File: src/rtl/seven_segment_pkg.sv
// Shared types, segment constants and the digit-to-pattern decoder for the scan display.
// Pure definitions; no timing or flow control of its own.
package seven_segment_pkg;

  typedef logic [6:0] seg_t;

  localparam seg_t SEG_BLANK = 7'b0000000;
  localparam seg_t SEG_ERROR = 7'b1001111;

  typedef enum logic {
    ST_IDLE    = 1'b0,
    ST_CONVERT = 1'b1
  } bcd_state_e;

  // Segment order is a..g from bit 6 down to bit 0, active-high.
  function automatic seg_t seg_decode(input logic [3:0] i_code);
    seg_t r_pat;
    case (i_code)
      4'd0:    r_pat = 7'b1111110;
      4'd1:    r_pat = 7'b0110000;
      4'd2:    r_pat = 7'b1101101;
      4'd3:    r_pat = 7'b1111001;
      4'd4:    r_pat = 7'b0110011;
      4'd5:    r_pat = 7'b1011011;
      4'd6:    r_pat = 7'b1011111;
      4'd7:    r_pat = 7'b1110000;
      4'd8:    r_pat = 7'b1111111;
      4'd9:    r_pat = 7'b1111011;
      default: r_pat = SEG_ERROR;
    endcase
    return r_pat;
  endfunction

endpackage

File: src/rtl/binary_to_bcd_serial.sv
// Serial double-dabble converter: one add-3/shift step per cycle, DATA_W cycles per value.
// Start is accepted only while idle; requests during a conversion are dropped, not queued.
module binary_to_bcd_serial
  import seven_segment_pkg::*;
#(
  parameter int DATA_W = 8,
  parameter int DIGITS = 3
) (
  input  logic                  i_clk,
  input  logic                  i_reset,
  input  logic                  i_start,
  input  logic [DATA_W-1:0]     i_value,
  output logic                  o_busy,
  output logic                  o_done,
  output logic [4*DIGITS-1:0]   o_bcd
);

  localparam int BCD_W = 4 * DIGITS;
  localparam int SR_W  = BCD_W + DATA_W;
  localparam int CNT_W = $clog2(DATA_W + 1);
  localparam logic [CNT_W-1:0] LAST_STEP = CNT_W'(DATA_W - 1);

  bcd_state_e        r_state;
  bcd_state_e        w_state_nxt;
  logic [CNT_W-1:0]  r_step;
  logic [SR_W-1:0]   r_shift;
  logic [BCD_W-1:0]  w_adj;
  logic [SR_W-1:0]   w_shifted;
  logic              w_last;
  logic              w_accept;

  always_comb begin
    w_adj = '0;
    for (int i = 0; i < DIGITS; i++) begin
      w_adj[4*i +: 4] = (r_shift[DATA_W+4*i +: 4] >= 4'd5) ? r_shift[DATA_W+4*i +: 4] + 4'd3
                                                           : r_shift[DATA_W+4*i +: 4];
    end
  end

  assign w_shifted = {w_adj, r_shift[DATA_W-1:0]} << 1;
  assign w_last    = (r_step == LAST_STEP);

  // Exposes the post-step BCD field so the caller can commit it on the final edge.
  assign o_bcd = w_shifted[SR_W-1 -: BCD_W];

  always_ff @(posedge i_clk or posedge i_reset) begin
    if (i_reset) begin
      r_state <= ST_IDLE;
    end else begin
      r_state <= w_state_nxt;
    end
  end

  always_comb begin
    w_state_nxt = r_state;
    o_busy      = 1'b0;
    o_done      = 1'b0;
    w_accept    = 1'b0;
    case (r_state)
      ST_IDLE: begin
        if (i_start) begin
          w_accept    = 1'b1;
          w_state_nxt = ST_CONVERT;
        end
      end
      ST_CONVERT: begin
        o_busy = 1'b1;
        if (w_last) begin
          o_done      = 1'b1;
          w_state_nxt = ST_IDLE;
        end
      end
      default: w_state_nxt = ST_IDLE;
    endcase
  end

  always_ff @(posedge i_clk or posedge i_reset) begin
    if (i_reset) begin
      r_step  <= '0;
      r_shift <= '0;
    end else if (w_accept) begin
      r_step  <= '0;
      r_shift <= {{BCD_W{1'b0}}, i_value};
    end else if (o_busy) begin
      r_step  <= r_step + CNT_W'(1);
      r_shift <= w_shifted;
    end
  end

endmodule

File: src/rtl/seven_segment_scan_controller.sv
// Converts a loaded binary value to BCD and time-multiplexes it onto common-anode digits.
// Pins update one cycle after the display register; loads arriving while busy are ignored.
module seven_segment_scan_controller
  import seven_segment_pkg::*;
#(
  parameter int DATA_W      = 8,
  parameter int DIGITS      = 3,
  parameter int REFRESH_DIV = 50000
) (
  input  logic                i_clk,
  input  logic                i_reset,
  input  logic                i_load,
  input  logic [DATA_W-1:0]   i_value,
  input  logic                i_blank_zeros,
  output logic                o_busy,
  output logic [DIGITS-1:0]   o_anode,
  output logic [6:0]          o_segments
);

  localparam int CNT_W = (REFRESH_DIV > 2) ? $clog2(REFRESH_DIV) : 1;
  localparam int IDX_W = (DIGITS > 1) ? $clog2(DIGITS) : 1;

  generate
    if ((longint'(10) ** DIGITS) <= (longint'(1) << DATA_W)) begin : g_bad_digits
      $error("DIGITS too small to hold every DATA_W-bit value");
    end
    if (REFRESH_DIV < 2) begin : g_bad_refresh
      $error("REFRESH_DIV must be at least 2");
    end
  endgenerate

  logic [4*DIGITS-1:0] r_display;
  logic [CNT_W-1:0]    r_refresh;
  logic [IDX_W-1:0]    r_idx;
  logic [DIGITS-1:0]   r_anode;
  seg_t                r_segments;

  logic [4*DIGITS-1:0] w_bcd;
  logic                w_done;
  logic [DIGITS-1:0]   w_lead_zero;
  logic                w_run_zero;
  logic [3:0]          w_digit;
  logic                w_blank;
  logic [DIGITS-1:0]   w_anode;
  seg_t                w_seg;

  binary_to_bcd_serial #(
    .DATA_W (DATA_W),
    .DIGITS (DIGITS)
  ) u_bcd (
    .i_clk   (i_clk),
    .i_reset (i_reset),
    .i_start (i_load),
    .i_value (i_value),
    .o_busy  (o_busy),
    .o_done  (w_done),
    .o_bcd   (w_bcd)
  );

  // w_lead_zero[i]: nibbles i..DIGITS-1 of the display are all zero.
  always_comb begin
    w_lead_zero = '0;
    w_run_zero  = 1'b1;
    for (int i = DIGITS - 1; i >= 0; i--) begin
      w_run_zero     = w_run_zero && (r_display[4*i +: 4] == 4'd0);
      w_lead_zero[i] = w_run_zero;
    end
  end

  always_comb begin
    w_digit = '0;
    w_blank = 1'b0;
    w_anode = '1;
    for (int i = 0; i < DIGITS; i++) begin
      if (r_idx == IDX_W'(i)) begin
        w_digit    = r_display[4*i +: 4];
        w_blank    = (i != 0) && i_blank_zeros && w_lead_zero[i];
        w_anode[i] = 1'b0;
      end
    end
    w_seg = w_blank ? SEG_BLANK : seg_decode(w_digit);
  end

  always_ff @(posedge i_clk or posedge i_reset) begin
    if (i_reset) begin
      r_display  <= '0;
      r_refresh  <= '0;
      r_idx      <= '0;
      r_anode    <= '1;
      r_segments <= SEG_BLANK;
    end else begin
      if (w_done) begin
        r_display <= w_bcd;
      end
      if (r_refresh == CNT_W'(REFRESH_DIV - 1)) begin
        r_refresh <= '0;
        r_idx     <= (r_idx == IDX_W'(DIGITS - 1)) ? '0 : r_idx + IDX_W'(1);
      end else begin
        r_refresh <= r_refresh + CNT_W'(1);
      end
      r_anode    <= w_anode;
      r_segments <= w_seg;
    end
  end

  assign o_anode    = r_anode;
  assign o_segments = r_segments;

endmodule

File: config.mk
export PLATFORM = sky130hd
export DESIGN_NAME = seven_segment_scan_controller
export DESIGN_NICKNAME = d
export VERILOG_FILES = /design/src/rtl/seven_segment_pkg.sv /design/src/rtl/binary_to_bcd_serial.sv /design/src/rtl/seven_segment_scan_controller.sv
export SDC_FILE = /design/constraint.sdc
export NUM_CORES = 1
export LEC_CHECK = 0
export CAP_MARGIN = 15
export CORE_AREA = 2 2 79 81
export DETAILED_ROUTE_END_ITERATION = 7
export DIE_AREA = 0 0 81 83
export GPL_ROUTABILITY_DRIVEN = 0
export GPL_TIMING_DRIVEN = 0
export PLACE_DENSITY = 0.86
export SLEW_MARGIN = 10
export SYNTH_ARGS = -nofsm -noshare
export SYNTH_HDL_FRONTEND = slang
export SYNTH_SLANG_ARGS = --single-unit
File: constraint.sdc
create_clock -name i_clk -period 2.7 [get_ports i_clk]
set_input_delay 0.405 -clock i_clk [delete_from_list [all_inputs] [get_ports i_clk]]
set_output_delay 0.405 -clock i_clk [all_outputs]
set_load 0.03 [all_outputs]
==> results list <==
- Outcome: complete, no violations
* Synthesized net count: roughly 330
* Setup slack, reg-to-reg: about 0.7 ns
- 23 I/O pins were placed.
- Number of different library cells in the post-synthesis netlist: between 50 and 60
* Share of the yosys chip area belonging to registers: between 40 and 50%
- Leading area contributor after synthesis: sky130_fd_sc_hd__dfrtp_1
- After clock tree synthesis, the repair step resized 0 gates.
- Counting the buffers created by CTS gives 9.
* Worst R2R Start: r_idx[1]
* Avg Cell Area, Syn: roughly 11 um^2
- Hold-fix buffers, CTS: 0
- Max Clock Freq: ~500 MHz
* RSZ-0062 raised after global routing: false
- For this design the total switching power over the nets is 1.39 mW.
- The first global-routing pass estimated 10600 um of wire.
- DRC: 0
- Level count of the clock H-tree: 3
- The count of pins over their slew limit was 0.
* Share of cells above drive strength 1: a little under an eighth
- Per report_power, the combinational group accounts for around 40% of the total.
* Max capacitance violation total: 0
- Cell depth of the worst flop-to-flop path: 7
* # fillers: roughly 490
- Setup crit end kind: flop
* Prevailing post-synth register cell: sky130_fd_sc_hd__dfrtp_1
- For this design the ratio of total power to cell area is 1010 nW/um^2.
- Across all hold checks on the routed design, the worst slack comes to approximately 0.48 ns.
* Worst setup SP type: flop
- CTS Buffer Depth: 2
* Share of the synthesized area in the top cell type: between 40 and 50%
* Critical Path RT: between 2 and 3 ns
- Routed via count: around 2300
* Total congestion overflow: 0
- The routed design could run at a clock period as short as about 2 ns.
- Worst VDD drop: roughly 0.52 mV
- Worst setup skew after layout: approximately 0.012 ns
- Final Routed Wirelength: 5950 um
- Initial core utilization: a little under three fifths
- Via count of the first global-routing pass: between 2000 and 2500
* Top delay family on crit path: compound AO/OA/AOI/OAI gates
* Final clock period utilization by the worst path: between 70 and 80%
- WP data arrival: around 2.3 ns
* Final nets: between 300 and 400
- Average wire per standard cell: around 14 um
- Synthesis produced a netlist whose cell count is approximately 310.
- At the pin with the least slew margin, the transition time is between 0.7 and 0.8 ns.
- The final hold violation count was 0.
* Footprint of the multi-input gates: ~1500 um^2
* Total core area: 5820 um^2
- Largest net degree at the start of global routing: 66
- Number of buffer and inverter stages on the critical path: 2
- In this run the clock root is driven by a sky130_fd_sc_hd__clkbuf_8.
- From bottom edge to top edge, the die measures ~83 um.
- Fraction of registers with async set/reset: between 90% and 100%
- DRT Pass-1 Iters: 4
* Flip-flop and latch count after synthesis: 65
- Ant diodes: 0
- Critical-path cell with the highest stage delay: sky130_fd_sc_hd__dfrtp_1
- Fraction of power consumed by the clock network: 21.6%
* Most repeated cell in the gate-level netlist after synthesis: sky130_fd_sc_hd__dfrtp_1
- Post-placement cell area: 3590 um^2
- Dividing the detail-routed via count by the number of cells gives 5.55.
- Total setup buffers inserted after CTS: 0
- Count of clock tree sinks: 65
- Sequential cells burn around 40% of the power.
- For this block, the initial DRC count from the detailed router was about 110.
- Startpoint of the worst setup timing path: r_idx[1]
- The critical path crosses 7 cells after its start point.
- Port Buf Inserts: 21
- The critical path in this run is classified as reg2reg.
* Clock-pin slew reported for the worst setup and hold paths after clock tree synthesis: roughly 0.07 ns
* Overall track demand over capacity in global routing: 20.2%
- Hold WC Path Type: reg2reg
- The critical path ends at o_segments[2].
- Count of flip-flops with a built-in enable after synthesis: 0
* Final number of setup-violating endpoints: 0
- Clock Latency Late Sink: about 0.35 ns
- Static power due to leakage: 1.71 nW
* Horizontal extent of the die: 81 um
- Synth-to-Final Area Change: 15.3%
- Internal power summed over all cells: 2.42 mW
* Number of antenna violations at the first check in global routing: 0
* Die area: slightly below 7000 um^2
* Cell Rows: 28
- The cell area that synthesis handed to floorplanning was between 3000 and 4000 um^2.
* Yosys warning total: 0
- Longest individual stage delay on the worst path: around 0.4 ns
- The detail route stage leaves a number of antenna-violating nets equal to 0.
* Crit-path cells: buf_6 > mux2i_1 > o22a_1 > inv_1 > ha_1 > or2_2 > a221oi_2
* Max-slew headroom: 48.7%
- In the final layout, flip-flops and latches occupy ~1600 um^2.
- Dpl hpwl: slightly above 4000 um
* Most instantiated cells after synthesis: 62 x sky130_fd_sc_hd__dfrtp_1, 30 x sky130_fd_sc_hd__nand2_1, 22 x sky130_fd_sc_hd__o21ai_0
* CTS tree: done
- Along the worst path, the maximum fanout reaches 10.
- End of the worst register-to-register path: o_segments[2]
- Post-layout instance area: about 3800 um^2
- Top cells by area in the synthesized netlist: sky130_fd_sc_hd__dfrtp_1 47%, sky130_fd_sc_hd__mux2i_1 6.4%, sky130_fd_sc_hd__ha_1 5.0%
- Switching share of power: 36.5%
-- per-layer routing --
metal,track usage [%],part of all wire [%]
met1,25.3,45
met2,32.3,50
met3,6.74,4.4
met4,7.24,0.82
met5,0,0
-- worst min-delay path by stage --
stage	startpoint	endpoint	depth (start not counted)
after global routing	r_display[3]	r_display[3]	2
after floorplan	r_display[3]	r_display[3]	2
after CTS	r_refresh[0]	r_refresh[0]	1
after global placement	r_refresh[0]	r_refresh[0]	1
final	r_display[3]	r_display[3]	2
after detailed placement	r_display[3]	r_display[3]	2
-- power by group through the flow --
stage / registers (mW) / clock network, mW / logic (mW)
5_1_grt: 1.52 / 0.897 / 1.70
3_5_place_dp: 1.50 / 0 / 1.50
4_1_cts: 1.48 / 0.837 / 1.52
6_report: 1.48 / 0.821 / 1.50
3_3_place_gp: 1.48 / 0 / 1.43
2_1_floorplan: 1.54 / 0 / 1.06
-- through the flow --
step	setup TNS [ns]	utilization, %	setup WS (ns)	power, mW	cells
floorplan	0	-	0.674	2.60	306
global placement	-22.09	61.7	-0.358	2.91	402
detailed placement	0	61.7	0.703	3.00	402
CTS	0	65.1	0.685	3.84	418
global route	0	65.1	0.572	4.11	418
finish	0	65.1	0.697	3.81	418
-- state kept, by name, summed over array words and instances (netlist names) --
signal         count
o_anode            3
o_segments         7
r_display         12
r_idx              2
r_refresh         16
u_bcd.r_shift     20
u_bcd.r_state      1
u_bcd.r_step       4
-- worst reg2reg max path: stages (launching register included) --
cell                       delay [ns]
sky130_fd_sc_hd__dfrtp_1         0.40
sky130_fd_sc_hd__buf_6           0.17
sky130_fd_sc_hd__mux2i_1         0.22
sky130_fd_sc_hd__o22a_1          0.26
sky130_fd_sc_hd__inv_1           0.10
sky130_fd_sc_hd__ha_1            0.25
sky130_fd_sc_hd__or2_2           0.31
sky130_fd_sc_hd__a221oi_2        0.21
-- cell usage in the layout (no fill, tap or decap), types with 2 or more instances in the layout --
master and n:
sky130_fd_sc_hd__dfrtp_1 62, sky130_fd_sc_hd__nand2_1 30, sky130_fd_sc_hd__o21ai_0 22, sky130_fd_sc_hd__mux2i_1 21, sky130_fd_sc_hd__clkdlybuf4s50_1 21, sky130_fd_sc_hd__inv_1 14, sky130_fd_sc_hd__a21oi_1 14, sky130_fd_sc_hd__ha_1 13
sky130_fd_sc_hd__clkbuf_8 11, sky130_fd_sc_hd__nand2b_1 10, sky130_fd_sc_hd__xnor2_1 10, sky130_fd_sc_hd__nor2_1 10, sky130_fd_sc_hd__nand3_1 8, sky130_fd_sc_hd__clkbuf_1 7, sky130_fd_sc_hd__nor3b_1 7, sky130_fd_sc_hd__mux2_2 7
sky130_fd_sc_hd__xor2_1 7, sky130_fd_sc_hd__nand4_1 5, sky130_fd_sc_hd__and2_1 4, sky130_fd_sc_hd__a22o_1 4, sky130_fd_sc_hd__and3_1 3, sky130_fd_sc_hd__and4_1 3, sky130_fd_sc_hd__nor2b_1 3, sky130_fd_sc_hd__mux2_4 3
sky130_fd_sc_hd__nor4_1 3, sky130_fd_sc_hd__dfstp_2 3, sky130_fd_sc_hd__buf_2 2, sky130_fd_sc_hd__a21o_1 2, sky130_fd_sc_hd__or2_2 2, sky130_fd_sc_hd__nor4bb_1 2, sky130_fd_sc_hd__nor3_1 2, sky130_fd_sc_hd__o31ai_1 2
sky130_fd_sc_hd__clkinv_2 2, sky130_fd_sc_hd__clkinvlp_4 2
-- area by class of cell --
class / instances / share of cell area [%]
Buffer: 12 / 1.82
Clock buffer: 11 / 3.74
Clock inverter: 5 / 1.45
Inverter: 15 / 1.55
Multi-Input combinational cell: 214 / 40.3
Sequential cell: 65 / 43.1
Tap cell: 75 / 2.48
Timing Repair Buffer: 21 / 5.55
-- kinds of logic after synthesis --
group	count (synthesis)	share of synthesized area, %
buffers and inverters	27	3.81
muxes	31	10.2
AOI/OAI and AO/OA	55	10.4
adders and majority gates	13	4.96
xor gates and xnor gates	17	4.54
DFF	65	49.7
and+or+nand+nor	98	16.4
(Power assumes the default switching activity.)
